`config.mk`:
```
export PLATFORM = sky130hd
export DESIGN_NAME = uart_tx
export DESIGN_NICKNAME = d
export VERILOG_FILES = /design/src/rtl/hack_uart_pkg.sv /design/src/rtl/tx_fifo.sv /design/src/rtl/uart_tx.sv
export SDC_FILE = /design/constraint.sdc
export NUM_CORES = 1
export LEC_CHECK = 0
export CAP_MARGIN = 40
export CORE_MARGIN = 2
export CORE_UTILIZATION = 35
export DETAILED_ROUTE_END_ITERATION = 12
export PLACE_DENSITY = 0.66
export SLEW_MARGIN = 20
export SYNTH_ARGS = -nofsm -noshare
export SYNTH_HDL_FRONTEND = slang
export SYNTH_SLANG_ARGS = --single-unit
export TNS_END_PERCENT = 30
```
`constraint.sdc`:
```
create_clock -name i_CLK -period 3.25 [get_ports i_CLK]
set_input_delay 0.4875 -clock i_CLK [delete_from_list [all_inputs] [get_ports i_CLK]]
set_output_delay 0.4875 -clock i_CLK [all_outputs]
set_load 0.1 [all_outputs]
```
`src/rtl/hack_uart_pkg.sv`:
```
// rtl/hack_uart_pkg.sv - shared UART TX constants, state codes and memory-map addresses
package hack_uart_pkg;

  localparam logic [1:0] ST_IDLE  = 2'd0;
  localparam logic [1:0] ST_START = 2'd1;
  localparam logic [1:0] ST_DATA  = 2'd2;
  localparam logic [1:0] ST_STOP  = 2'd3;

  localparam int STAT_FULL    = 0;
  localparam int STAT_BUSY    = 1;
  localparam int STAT_OVERRUN = 2;

  // Sits just above the keyboard register so Memory can decode both with one compare.
  localparam logic [15:0] ADDR_TX_DATA   = 16'h6001;
  localparam logic [15:0] ADDR_TX_STATUS = 16'h6002;

  function automatic int clks_per_bit(input int clk_freq, input int baud);
    return clk_freq / baud;
  endfunction

endpackage

```
`src/rtl/tx_fifo.sv`:
```
// rtl/tx_fifo.sv - byte-wide synchronous FIFO feeding the UART transmitter
module tx_fifo #(
  parameter int FIFO_DEPTH = 4,
  localparam int PW = $clog2(FIFO_DEPTH)
) (
  input  logic          clk_i,
  input  logic          rst_ni,
  input  logic          push_i,
  input  logic [7:0]    data_i,
  input  logic          pop_i,
  output logic [7:0]    data_o,
  output logic          full_o,
  output logic          empty_o,
  output logic [PW:0]   count_o
);

  logic [7:0]    mem_q [FIFO_DEPTH];
  logic [PW-1:0] wr_ptr_q, wr_ptr_d;
  logic [PW-1:0] rd_ptr_q, rd_ptr_d;
  logic [PW:0]   count_q, count_d;
  logic          push_ok, pop_ok;

  assign full_o  = (count_q == (PW+1)'(FIFO_DEPTH));
  assign empty_o = (count_q == '0);
  assign count_o = count_q;
  assign data_o  = mem_q[rd_ptr_q];

  // Guard here too so a careless caller can never corrupt the pointers.
  assign push_ok = push_i & ~full_o;
  assign pop_ok  = pop_i & ~empty_o;

  always_comb begin
    wr_ptr_d = push_ok ? wr_ptr_q + 1'b1 : wr_ptr_q;
    rd_ptr_d = pop_ok  ? rd_ptr_q + 1'b1 : rd_ptr_q;
    count_d  = count_q;
    case ({push_ok, pop_ok})
      2'b10:   count_d = count_q + 1'b1;
      2'b01:   count_d = count_q - 1'b1;
      default: count_d = count_q;
    endcase
  end

  always_ff @(posedge clk_i) begin
    if (push_ok) mem_q[wr_ptr_q] <= data_i;
  end

  always_ff @(posedge clk_i or negedge rst_ni) begin
    if (!rst_ni) begin
      wr_ptr_q <= '0;
      rd_ptr_q <= '0;
      count_q  <= '0;
    end else begin
      wr_ptr_q <= wr_ptr_d;
      rd_ptr_q <= rd_ptr_d;
      count_q  <= count_d;
    end
  end

endmodule

```
`src/rtl/uart_tx.sv`:
```
// rtl/uart_tx.sv - memory-mapped 8N1 UART transmitter with status word
module uart_tx #(
  parameter int CLK_FREQ   = 50000000,
  parameter int BAUD       = 115200,
  parameter int FIFO_DEPTH = 4
) (
  input  logic        i_CLK,
  input  logic        i_RESET_n,
  input  logic [15:0] i_Data,
  input  logic        i_Write_EN,
  output logic [15:0] o_Status,
  output logic        o_Serial_TX
);

  import hack_uart_pkg::*;

  localparam int CPB = clks_per_bit(CLK_FREQ, BAUD);
  localparam int CW  = $clog2(CPB);
  localparam int PW  = $clog2(FIFO_DEPTH);

  logic [1:0]    state_q, state_d;
  logic [CW-1:0] baud_q, baud_d;
  logic [2:0]    bit_q, bit_d;
  logic [7:0]    shift_q, shift_d;
  logic          tx_q, tx_d;
  logic          ovr_q, ovr_d;

  logic          fifo_push, fifo_pop, fifo_full, fifo_empty;
  logic [7:0]    fifo_data;
  logic [PW:0]   fifo_count;
  logic          baud_done;
  logic          unused_data_hi;

  assign unused_data_hi = ^i_Data[15:8];
  assign fifo_push      = i_Write_EN & ~fifo_full;
  assign ovr_d          = ovr_q | (i_Write_EN & fifo_full);
  assign baud_done      = (baud_q == CW'(CPB - 1));

  tx_fifo #(.FIFO_DEPTH(FIFO_DEPTH)) u_fifo (
    .clk_i   (i_CLK),
    .rst_ni  (i_RESET_n),
    .push_i  (fifo_push),
    .data_i  (i_Data[7:0]),
    .pop_i   (fifo_pop),
    .data_o  (fifo_data),
    .full_o  (fifo_full),
    .empty_o (fifo_empty),
    .count_o (fifo_count)
  );

  always_comb begin
    state_d  = state_q;
    bit_d    = bit_q;
    shift_d  = shift_q;
    fifo_pop = 1'b0;
    baud_d   = baud_done ? '0 : baud_q + 1'b1;
    case (state_q)
      ST_IDLE: begin
        baud_d = '0;
        if (!fifo_empty) begin
          fifo_pop = 1'b1;
          shift_d  = fifo_data;
          state_d  = ST_START;
        end
      end
      ST_START: begin
        if (baud_done) begin
          state_d = ST_DATA;
          bit_d   = '0;
        end
      end
      ST_DATA: begin
        if (baud_done) begin
          shift_d = shift_q >> 1;
          bit_d   = bit_q + 1'b1;
          if (bit_q == 3'd7) state_d = ST_STOP;
        end
      end
      default: begin
        // Chain straight into the next start bit so queued frames stay contiguous.
        if (baud_done) begin
          if (!fifo_empty) begin
            fifo_pop = 1'b1;
            shift_d  = fifo_data;
            state_d  = ST_START;
          end else begin
            state_d = ST_IDLE;
          end
        end
      end
    endcase
  end

  always_comb begin
    case (state_d)
      ST_START: tx_d = 1'b0;
      ST_DATA:  tx_d = shift_d[0];
      default:  tx_d = 1'b1;
    endcase
  end

  always_ff @(posedge i_CLK or negedge i_RESET_n) begin
    if (!i_RESET_n) begin
      state_q <= ST_IDLE;
      baud_q  <= '0;
      bit_q   <= '0;
      shift_q <= '0;
      tx_q    <= 1'b1;
      ovr_q   <= 1'b0;
    end else begin
      state_q <= state_d;
      baud_q  <= baud_d;
      bit_q   <= bit_d;
      shift_q <= shift_d;
      tx_q    <= tx_d;
      ovr_q   <= ovr_d;
    end
  end

  always_comb begin
    o_Status               = '0;
    o_Status[STAT_FULL]    = fifo_full;
    o_Status[STAT_BUSY]    = (state_q != ST_IDLE) | (fifo_count != '0);
    o_Status[STAT_OVERRUN] = ovr_q;
  end

  assign o_Serial_TX = tx_q;

endmodule

```
Word level (Yosys, flattened, before mapping) --
Memory sizes are Yosys's and may differ from the RTL's. Cells that the tools add are included. W data, S select, Z words.
Storage, ports and cells: flip-flop bits (word level) 31, RAM bits 32, input port bits 19, output and inout port bits 17, word-level logic and storage cells 70, memories 1
Cells by class: add/subtract/negate cells 6, eq/ne operators 11, muxes and demuxes 23, bitwise operators 9, reductions and logical operators 10
Memories:
- u_fifo.mem_q | words 4, bits a word 8, read ports 1, clocked after Yosys merged registers in 0, write ports 1, RTL line tx_fifo.sv:17 | logic [7:0] mem_q [FIFO_DEPTH];
Operators with widths (number):
- $mux W8 | 3
- $pmux W8 S3 | 1
- $mux W9 | 2
- $pmux W3 S2 | 2
- $mux W2 | 5
- $add A9 B1 Y9 const B | 1
- $eq A9 B9 Y1 const B | 1
- $reduce_bool A2 Y1 | 4
- $add A3 B1 Y3 const B | 2
- $eq A2 B1 Y1 const B | 3
- $eq A2 B2 Y1 const B | 3
- $eq A3 B3 Y1 const B | 2
- $mux W3 | 2
- $pmux W2 S3 | 1
- $reduce_and A3 Y1 | 2
- $mux W1 | 5
- $add A2 B1 Y2 const B | 2
- $and A1 B1 Y1 | 4
- $ne A2 B2 Y1 const B | 2
- $pmux W1 S2 | 2
- $logic_not A3 Y1 | 1
- $not A1 Y1 | 3
- $reduce_bool A3 Y1 | 1
- $sub A3 B1 Y3 const B | 1
- 3 further kinds | 4

Longest topological paths before layout --
Gate-level depths: netlist of the first run.
word-level depth 7, gate-level depth with buffers 13, mapped depth without buffers 11

By module --
From an unflattened synthesis of the first run, not the netlist that was laid out.
Second synthesis, totals: cell total of the unflattened synthesis 224, area, all modules 2997.9 um^2
By module, submodules not included:
- tx_fifo | times used 1, cells an instance 80, area an instance 1584.0 um^2, sequential area each 1136.1 um^2
- uart_tx | times used 1, cells an instance 144, area an instance 1413.9 um^2, sequential area each 601.8 um^2

Worst setup path after synthesis of the first run --
Ideal clock, no wire load.
path kind reg2reg, start register baud_q[1], end register u_fifo.count_q[2], in the netlist u_fifo.count_o[2], setup time 0.079 ns, arrival time 2.655 ns, required time 3.171 ns, setup slack 0.516 ns, cell stages (with the launch flop) 14, path buffers 2, period minus slack after synthesis 2.734 ns, cell sequence dfrtp_1 inv_1 ha_1 nand4b_4 or4_4 buf_6 o31ai_4 buf_6 ha_1 inv_1 fa_1 xor2_1 nor2_1 xor2_1
On the way: word-level cells in the longest chain between the ends 6, elaborated cells between the ends (all ways) 8, those cells by class eq/ne (3); mux (3); bitwise (1); reduce/logical (1)
RTL lines:
- start, declared | RTL line uart_tx.sv:22 | logic [CW-1:0] baud_q, baud_d;
- start signal, assigned | RTL line uart_tx.sv:112 | baud_q <= baud_d;
- $eq A9 B9 Y1 * | RTL line uart_tx.sv:37 | assign baud_done = (baud_q == CW'(CPB - 1));
- $mux W1 * | RTL line uart_tx.sv:81 | if (baud_done) begin
- $pmux W1 S2 * | RTL line uart_tx.sv:57 | case (state_q)
- $and A1 B1 Y1 * | RTL line tx_fifo.sv:30 | assign pop_ok = pop_i & ~empty_o;
- net u_fifo.pop_ok | RTL line tx_fifo.sv:21 | logic push_ok, pop_ok;
- $eq A2 B1 Y1 or $eq A2 B2 Y1 (tied branches) | RTL line tx_fifo.sv:36 | case ({push_ok, pop_ok})
- $pmux W3 S2 or $reduce_bool A2 Y1 (tied branches)
- end signal, assigned | RTL line tx_fifo.sv:55 | count_q <= count_d;
- end, declared | RTL line tx_fifo.sv:20 | logic [PW:0] count_q, count_d;
Mark *: on every way through the listed nets, which the timed path passes. The rest lies on a longest branch. A chain may end at the register's enable or synchronous reset.

Final worst setup path of the first run --
start register baud_q[1], end register u_fifo.count_q[2], in the netlist u_fifo.count_o[2]
On the way: word-level cells in the longest chain between the ends 6, elaborated cells between the ends (all ways) 8, those cells by class eq/ne (3); mux (3); bitwise (1); reduce/logical (1)
RTL lines (RTL line):
- $eq A9 B9 Y1 * | uart_tx.sv:37
- $mux W1 * | uart_tx.sv:81
- $pmux W1 S2 * | uart_tx.sv:57
- $and A1 B1 Y1 * | tx_fifo.sv:30
- $eq A2 B1 Y1 or $eq A2 B2 Y1 (tied branches) | tx_fifo.sv:36
- $pmux W3 S2 or $reduce_bool A2 Y1 (tied branches)
Every way passes the cells marked *; elsewhere a longest branch is shown, timed or not.

==> results of run 1 <==
registers in the layout, summed over array words and instances, names as in the netlist:
name,cells
baud_q,9
u_fifo.count_o,3
u_fifo.rd_ptr_q,2
bit_q,3
ovr_q,1
u_fifo.mem_q,32
state_q,2
o_Serial_TX,1
shift_q,8
u_fifo.wr_ptr_q,2
power by group:
group	total, mW	internal (mW)	leakage, nW	switching (mW)
Clock	0.686	0.361	0.0929	0.325
Sequential	1.14	1.02	0.670	0.124
Combinational	0.539	0.199	0.547	0.341
final timing paths:
check / end / cells past startpoint / slack [ps]
setup / recovery: u_fifo.count_o[2] / 11 / 550
hold / removal: ovr_q / 1 / 460
setup reg to reg: u_fifo.count_o[2] / 11 / 550
hold reg to reg: ovr_q / 1 / 460
max in group asynchronous: o_Serial_TX / 2 / 2390
min in group asynchronous: state_q[0] / 2 / 550
logic make-up after synthesis:
logic type | after synthesis
other | 1
flip-flops | 63
AO/OA/AOI/OAI | 26
adder cells (fa/ha/maj) | 10
AND/OR/NAND/NOR | 62
XOR/XNOR | 14
multiplexers | 9
buffers and inverters | 32
metal layers:
layer / track usage, % / up-vias
met5: 0 / -
li1: - / 776
met4: 3.986 / 0
met3: 5.296 / 4
met1: 14.59 / 813
met2: 18.37 / 43
cell usage in the layout, fill, tap and decap left out, types with 2 or more instances in the layout:
cell / instances
buf_4: 5
dfrtp_1: 30
xor2_1: 5
and3_1: 3
and2_1: 4
a22oi_1: 6
nand3_1: 3
xnor2_1: 8
clkinvlp_4: 3
edfxtp_1: 32
clkbuf_8: 9
inv_1: 10
nor2b_1: 2
a21oi_1: 6
o21ai_0: 2
o2bb2ai_1: 3
conb_1: 13
clkdlybuf4s50_1: 11
nor2_1: 18
nor3_1: 3
nand2_1: 20
or3_1: 3
inv_6: 3
mux4_2: 8
ha_1: 9
through the flow:
stage	util (%)	total power, mW
floorplan	-	1.577
global placement	37.82	1.661
detailed placement	38.01	1.704
CTS	40.50	2.400
global route	40.50	2.504
finish	40.50	2.367
cell type report:
type / count / area [µm²] / area share [%]
inverter: 10 / 37.54 / 1.139
timing repair buffer: 17 / 162.7 / 4.937
multi-input combinational: 134 / 1022 / 31.03
sequential: 63 / 1738 / 52.75
clock inverter: 7 / 78.83 / 2.393
clock buffer: 9 / 123.9 / 3.760
tap: 105 / 131.4 / 3.988
==> summary.md, run 1 <==
| Metric | Value |
|---|---|
| Bufs and invs on worst path | 2 |
| Avg WL per Cell | 13.46 µm |
| Hold slack | 461.6 ps |
| Main combinational cell family by area after synthesis | simple AND/OR/NAND/NOR gates |
| Fmax | 0.3702 GHz |
| M1 WL | 2040 µm |
| Peak VDD IR | 0.3843 mV |
| DRT iter0 DRCs | 73 |
| Initial antenna violation count | 0 |
| Post-layout net count | 264 |
| Period minus WS final | 2701 ps |
| Post-CTS setup buffers | 0 |
| First-pass GRT wire length | 7838 µm |
| Critical Path RT | 3510 ps |
| XOR/XNOR Fraction of Synth Area | 4.471% |
| Avg Cell Area, Syn | 13.41 µm² |
| CP Cell Sequence | inv_1, ha_1, nand4b_4, or4_4, o31ai_4, ha_1, inv_1, fa_1, xor2_1, nor2_1, xor2_1 |
| Vias per std cell | 4.742 |
| Crit path DAT | 2960 ps |
| R2r startpoint | baud_q[1] |
| Post-synth top cells | 32 x edfxtp_1, 30 x dfrtp_1, 20 x nand2_1 |
| Starting Density | 35.78% |
| Post-DP HPWL | 3024 µm |
| Register area share after synthesis | 59.72% |
| Share of the synthesized area in the top cell type | 33.02% |
| Yosys Warn Count | 0 |
| Clk slew on worst S/H paths | 70 ps |
| Crit path capture type | register |
| Final TNS setup | 0 ps |
| Max-Cap Viols | 0 |
| Pin count of the biggest net entering global routing | 32 |
| Placed instance area | 3092 µm² |
| Synth Flop Type | edfxtp_1 |
| Uppermost routed layer | met4 |
| Met3 wire length | 253 µm |
| Post-route insts no fill | 345 |
| Worst path top cell family by delay | adder cells |
| Critical Path Source Type | register |
| CP max FO | 6 |
| Critical Path Source | baud_q[1] |
| Final setup viols | 0 |
| Num CTS Buffers | 9 |
| Die width | 95.19 µm |
| Leakage | 1.309 nW |
| Vias | 1,636 |
| Total track usage | 11.78% |
| Drt pass-1 iters | 4 |
| Synthesized flop and latch total | 63 |
| CP max stage delay | 500 ps |
| Antenna viol nets, final | 0 |
| Simple-Gate Fraction of Synth Area | 11.09% |
| Yosys top cell by area | edfxtp_1 |
| Fillers | 759 |
| Hold_buf cts | 0 |
| I/O Buffers | 14 |
| Slew headroom | 58.05% |
| Met2 routed WL | 2312 µm |
| # diodes | 0 |
| CTS Sinks | 63 |
| Remaining global-route overflow | 0 |
| Setup Skew | 6.288 ps |
| Synth top area cells | edfxtp_1 33%, dfrtp_1 26%, mux4_2 6.2%, buf_4 4.1%, ha_1 3.9% |
| Most frequent cell after synthesis | edfxtp_1 |
| Crit path kind | register to register |
| CTS resizes | 0 |
| Critical path's slowest cell | or4_4 |
| Ys async rst share | 49.21% |
| Syn Inst Count | 217 |
| Clk_lat worst skew | 340 ps |
| Hold Path Origin | ovr_q |
| Post-synthesis mux area share | 6.535% |
| Final Hold Viols | 0 |
| Root buffer cell | clkbuf_8 |
| Final instance area | 3294 µm² |
| Full die area | 9060 µm² |
| Placed insts | 329 |
| Area delta synth->final | 13.20% |
| Status | finished, final reports clean |
| Pwr per Cell Area | 718.4 nW/µm² |
| Worst min path class | register to register |
| GP Congestion | 0.7762 |
| Cell Area, Synth | 2910 µm² |
| Core area | 8134 µm² |
| RSZ-0062 raised after global routing | no |
| Pre-CTS setup slack | 590.4 ps |
| H-Tree Level Count | 3 |
| Adder-Cell Fraction of Synth Area | 4.557% |
| Max clock buf depth | 2 |
| Number of distinct library cells after synthesis | 43 |
| I/O pin total | 36 |
| Final wirelength | 4642 µm |
| Final setup margin | 548.7 ps |
| Share of post-route cells with drive strength above 1 | 15.83% |
| Vias in the first global route | 1,617 |
| Drt drc | 0 |
| Worst Max-Slew Pin Slew | 625.1 ps |
| Complex-gate fraction of the synthesized area | 6.793% |
| Row count | 33 |
| CTS tree | yes |
| Die H | 95.19 µm |
| EDFF count, synth | 32 |
| Tcrit/Tclk final | 83.12% |
| Slew Limit Fails | 0 |
(Power assumes the default switching activity.)
==> inputs of run 2 (changes only) <==
==> constraint.sdc (replaced) <==
create_clock -name i_CLK -period 2.6 [get_ports i_CLK]
set_input_delay 0.39 -clock i_CLK [delete_from_list [all_inputs] [get_ports i_CLK]]
set_output_delay 0.39 -clock i_CLK [all_outputs]
set_load 0.1 [all_outputs]
==> summary.md, run 2 (synthesis results as in run 1) <==
| Metric | Value |
|---|---|
| Post-route insts no fill | 349 (+1.2%) |
| Tcrit/Tclk final | 97.49% (+14 points) |
| Placed insts | 333 (+1.2%) |
| Vias | 1,637 (+0.061%) |
| Final setup viols | 0 (unchanged) |
| Critical Path Source | baud_q[1] |
| Max FFs per register | 32 (unchanged) |
| Most frequent cells in the layout | 32 x edfxtp_1, 30 x dfrtp_1, 20 x nand2_1 |
| Initial antenna violation count | 0 (unchanged) |
| Full die area | 9060 µm² (unchanged) |
| Peak VDD IR | 0.5649 mV (+47%) |
| CTS Sinks | 63 (unchanged) |
| Core area | 8134 µm² (unchanged) |
| Pwr per Cell Area | 882.0 nW/µm² (+23%) |
| RSZ-0062 raised after global routing | yes |
| Post-CTS setup buffers | 0 (unchanged) |
| Total track usage | 11.84% (+0.057 points) |
| R2r endpoint | u_fifo.count_o[2] |
| Slew Limit Fails | 0 (unchanged) |
| Commonest non-fill, non-tap cell in the layout | edfxtp_1 |
| H-Tree Level Count | 3 (unchanged) |
| Die width | 95.19 µm (unchanged) |
| Final wirelength | 4654 µm (+0.26%) |
| GP Congestion | 0.7717 (-0.58%) |
| Critical Path RT | 2870 ps (-640 ps) |
| Reg2reg path depth | 11 (unchanged) |
| Final setup margin | 65.29 ps (-483.4 ps) |
| Remaining global-route overflow | 0 (unchanged) |
| Area occupied by multi-input gates | 1050 µm² (+2.7%) |
| Final Hold Viols | 0 (unchanged) |
| Clk_lat worst skew | 340 ps (about the same) |
| Status | finished, final reports clean |
| Antenna viol nets, final | 0 (unchanged) |
| First-pass GRT wire length | 7983 µm (+1.8%) |
| Row count | 33 (unchanged) |
| Crit path capture type | register |
| Root buffer cell | clkbuf_8 |
| Worst min path class | input pin to async pin |
| Crit path DAT | 2810 ps (-150 ps) |
| Max-Cap Viols | 0 (unchanged) |
| FF+latch area | 1738 µm² (unchanged) |
| Period minus WS final | 2535 ps (-166.6 ps) |
| Post-layout net count | 268 (+1.5%) |
| DRT iter0 DRCs | 44 (-40%) |
| CP Capture Point | u_fifo.count_o[2] |
| Vias per std cell | 4.691 (-1.1%) |
| I/O Buffers | 14 (unchanged) |
| Pin count of the biggest net entering global routing | 32 (unchanged) |
| Critical Path Source Type | register |
| Post-layout util | 41.02% (+0.52 points) |
| I/O pin total | 36 (unchanged) |
| Reg with most FFs | u_fifo.mem_q |
| Area delta synth->final | 14.66% |
| Worst Max-Slew Pin Slew | 671.1 ps (+46.01 ps) |
| Drt pass-1 iters | 4 (unchanged) |
| Slew headroom | 54.96% (-3.1 points) |
| Setup Skew | 8.138 ps (+1.850 ps) |
| Leakage | 1.330 nW (+1.6%) |
| Fmax | 0.3945 GHz (+6.6%) |
| Max clock buf depth | 2 (unchanged) |
| Biggest regs | u_fifo.mem_q: 32 flops, baud_q: 9 flops, shift_q: 8 flops |
| Total power | 2.943 mW (+24%) |
| Fillers | 754 (-0.66%) |
| Crit path kind | register to register |
| R2r startpoint | baud_q[1] |
| Num CTS Buffers | 9 (unchanged) |
| R2r setup slk | 70 ps (-480 ps) |
| Clk slew on worst S/H paths | 80 ps (about the same) |
| CTS tree | yes |
| # diodes | 0 (unchanged) |
| Vias in the first global route | 1,643 (+1.6%) |
| Avg WL per Cell | 13.34 µm (-0.89%) |
| Pre-CTS setup slack | 11.62 ps (-578.8 ps) |
| Post-DP HPWL | 3087 µm (+2.1%) |
| Die H | 95.19 µm (unchanged) |
| Share of post-route cells with drive strength above 1 | 19.67% (+3.8 points) |
| Starting Density | 35.78% (unchanged) |
| Drt drc | 0 (unchanged) |
| CP max FO | 4 (-2) |
-- run 2: layer usage --
metal	up-vias	part of all wire [%]	global-route usage [%]
li1	789	-	-
met1	797	46	14.77
met4	0	1.2	3.623
met2	44	47	18.90
met5	-	0	0
met3	7	6.0	4.822
-- run 2: worst min path at each step --
stage               from                end  slack, ps
2_1_floorplan  i_RESET_n          baud_q[0]         90
3_3_place_gp       ovr_q              ovr_q        440
3_5_place_dp       ovr_q              ovr_q        450
4_1_cts        i_RESET_n  u_fifo.count_o[2]        450
5_1_grt        i_RESET_n          baud_q[3]        470
6_report       i_RESET_n          baud_q[3]        440
-- run 2: what timing repair did --
action                     4_1_cts  5_1_grt
pin swaps                        0        0
gates resized for setup          1        2
hold buffers                     0        0
setup endpoints to repair        1        1
-- run 2: cell type report --
| type | count | share of cell area, % |
|---|---|---|
| multi-input combinational | 134 | 31.46 |
| tap | 105 | 3.937 |
| clock inverter | 7 | 2.212 |
| inverter | 10 | 1.125 |
| clock buffer | 9 | 3.712 |
| timing repair buffer | 21 | 5.474 |
| sequential | 63 | 52.08 |
-- run 2: report_power, final --
part / leakage, nW / switching (mW) / internal [mW]
Sequential: 0.670 / 0.150 / 1.27
Combinational: 0.561 / 0.437 / 0.246
Clock: 0.0992 / 0.396 / 0.443
-- run 2: critical path, stage by stage, from the launching register on --
cell      delay [ps]
dfrtp_1          430
inv_2             80
ha_4             130
nand4b_4         130
or4_4            460
o31ai_4          270
ha_4             190
inv_2             40
fa_2             320
xor2_1           150
nor2_1           130
xor2_1           140
-- run 2: per-stage QoR --
step | hold WS [ps] | setup TNS [ps] | instance area [µm²]
2_1_floorplan | 94.41 | -7.763 | 2973
3_3_place_gp | 441.7 | 0 | 3129
3_5_place_dp | 453.3 | 0 | 3129
4_1_cts | 453.2 | 0 | 3337
5_1_grt | 470.2 | -77.11 | 3337
6_report | 444.0 | 0 | 3337
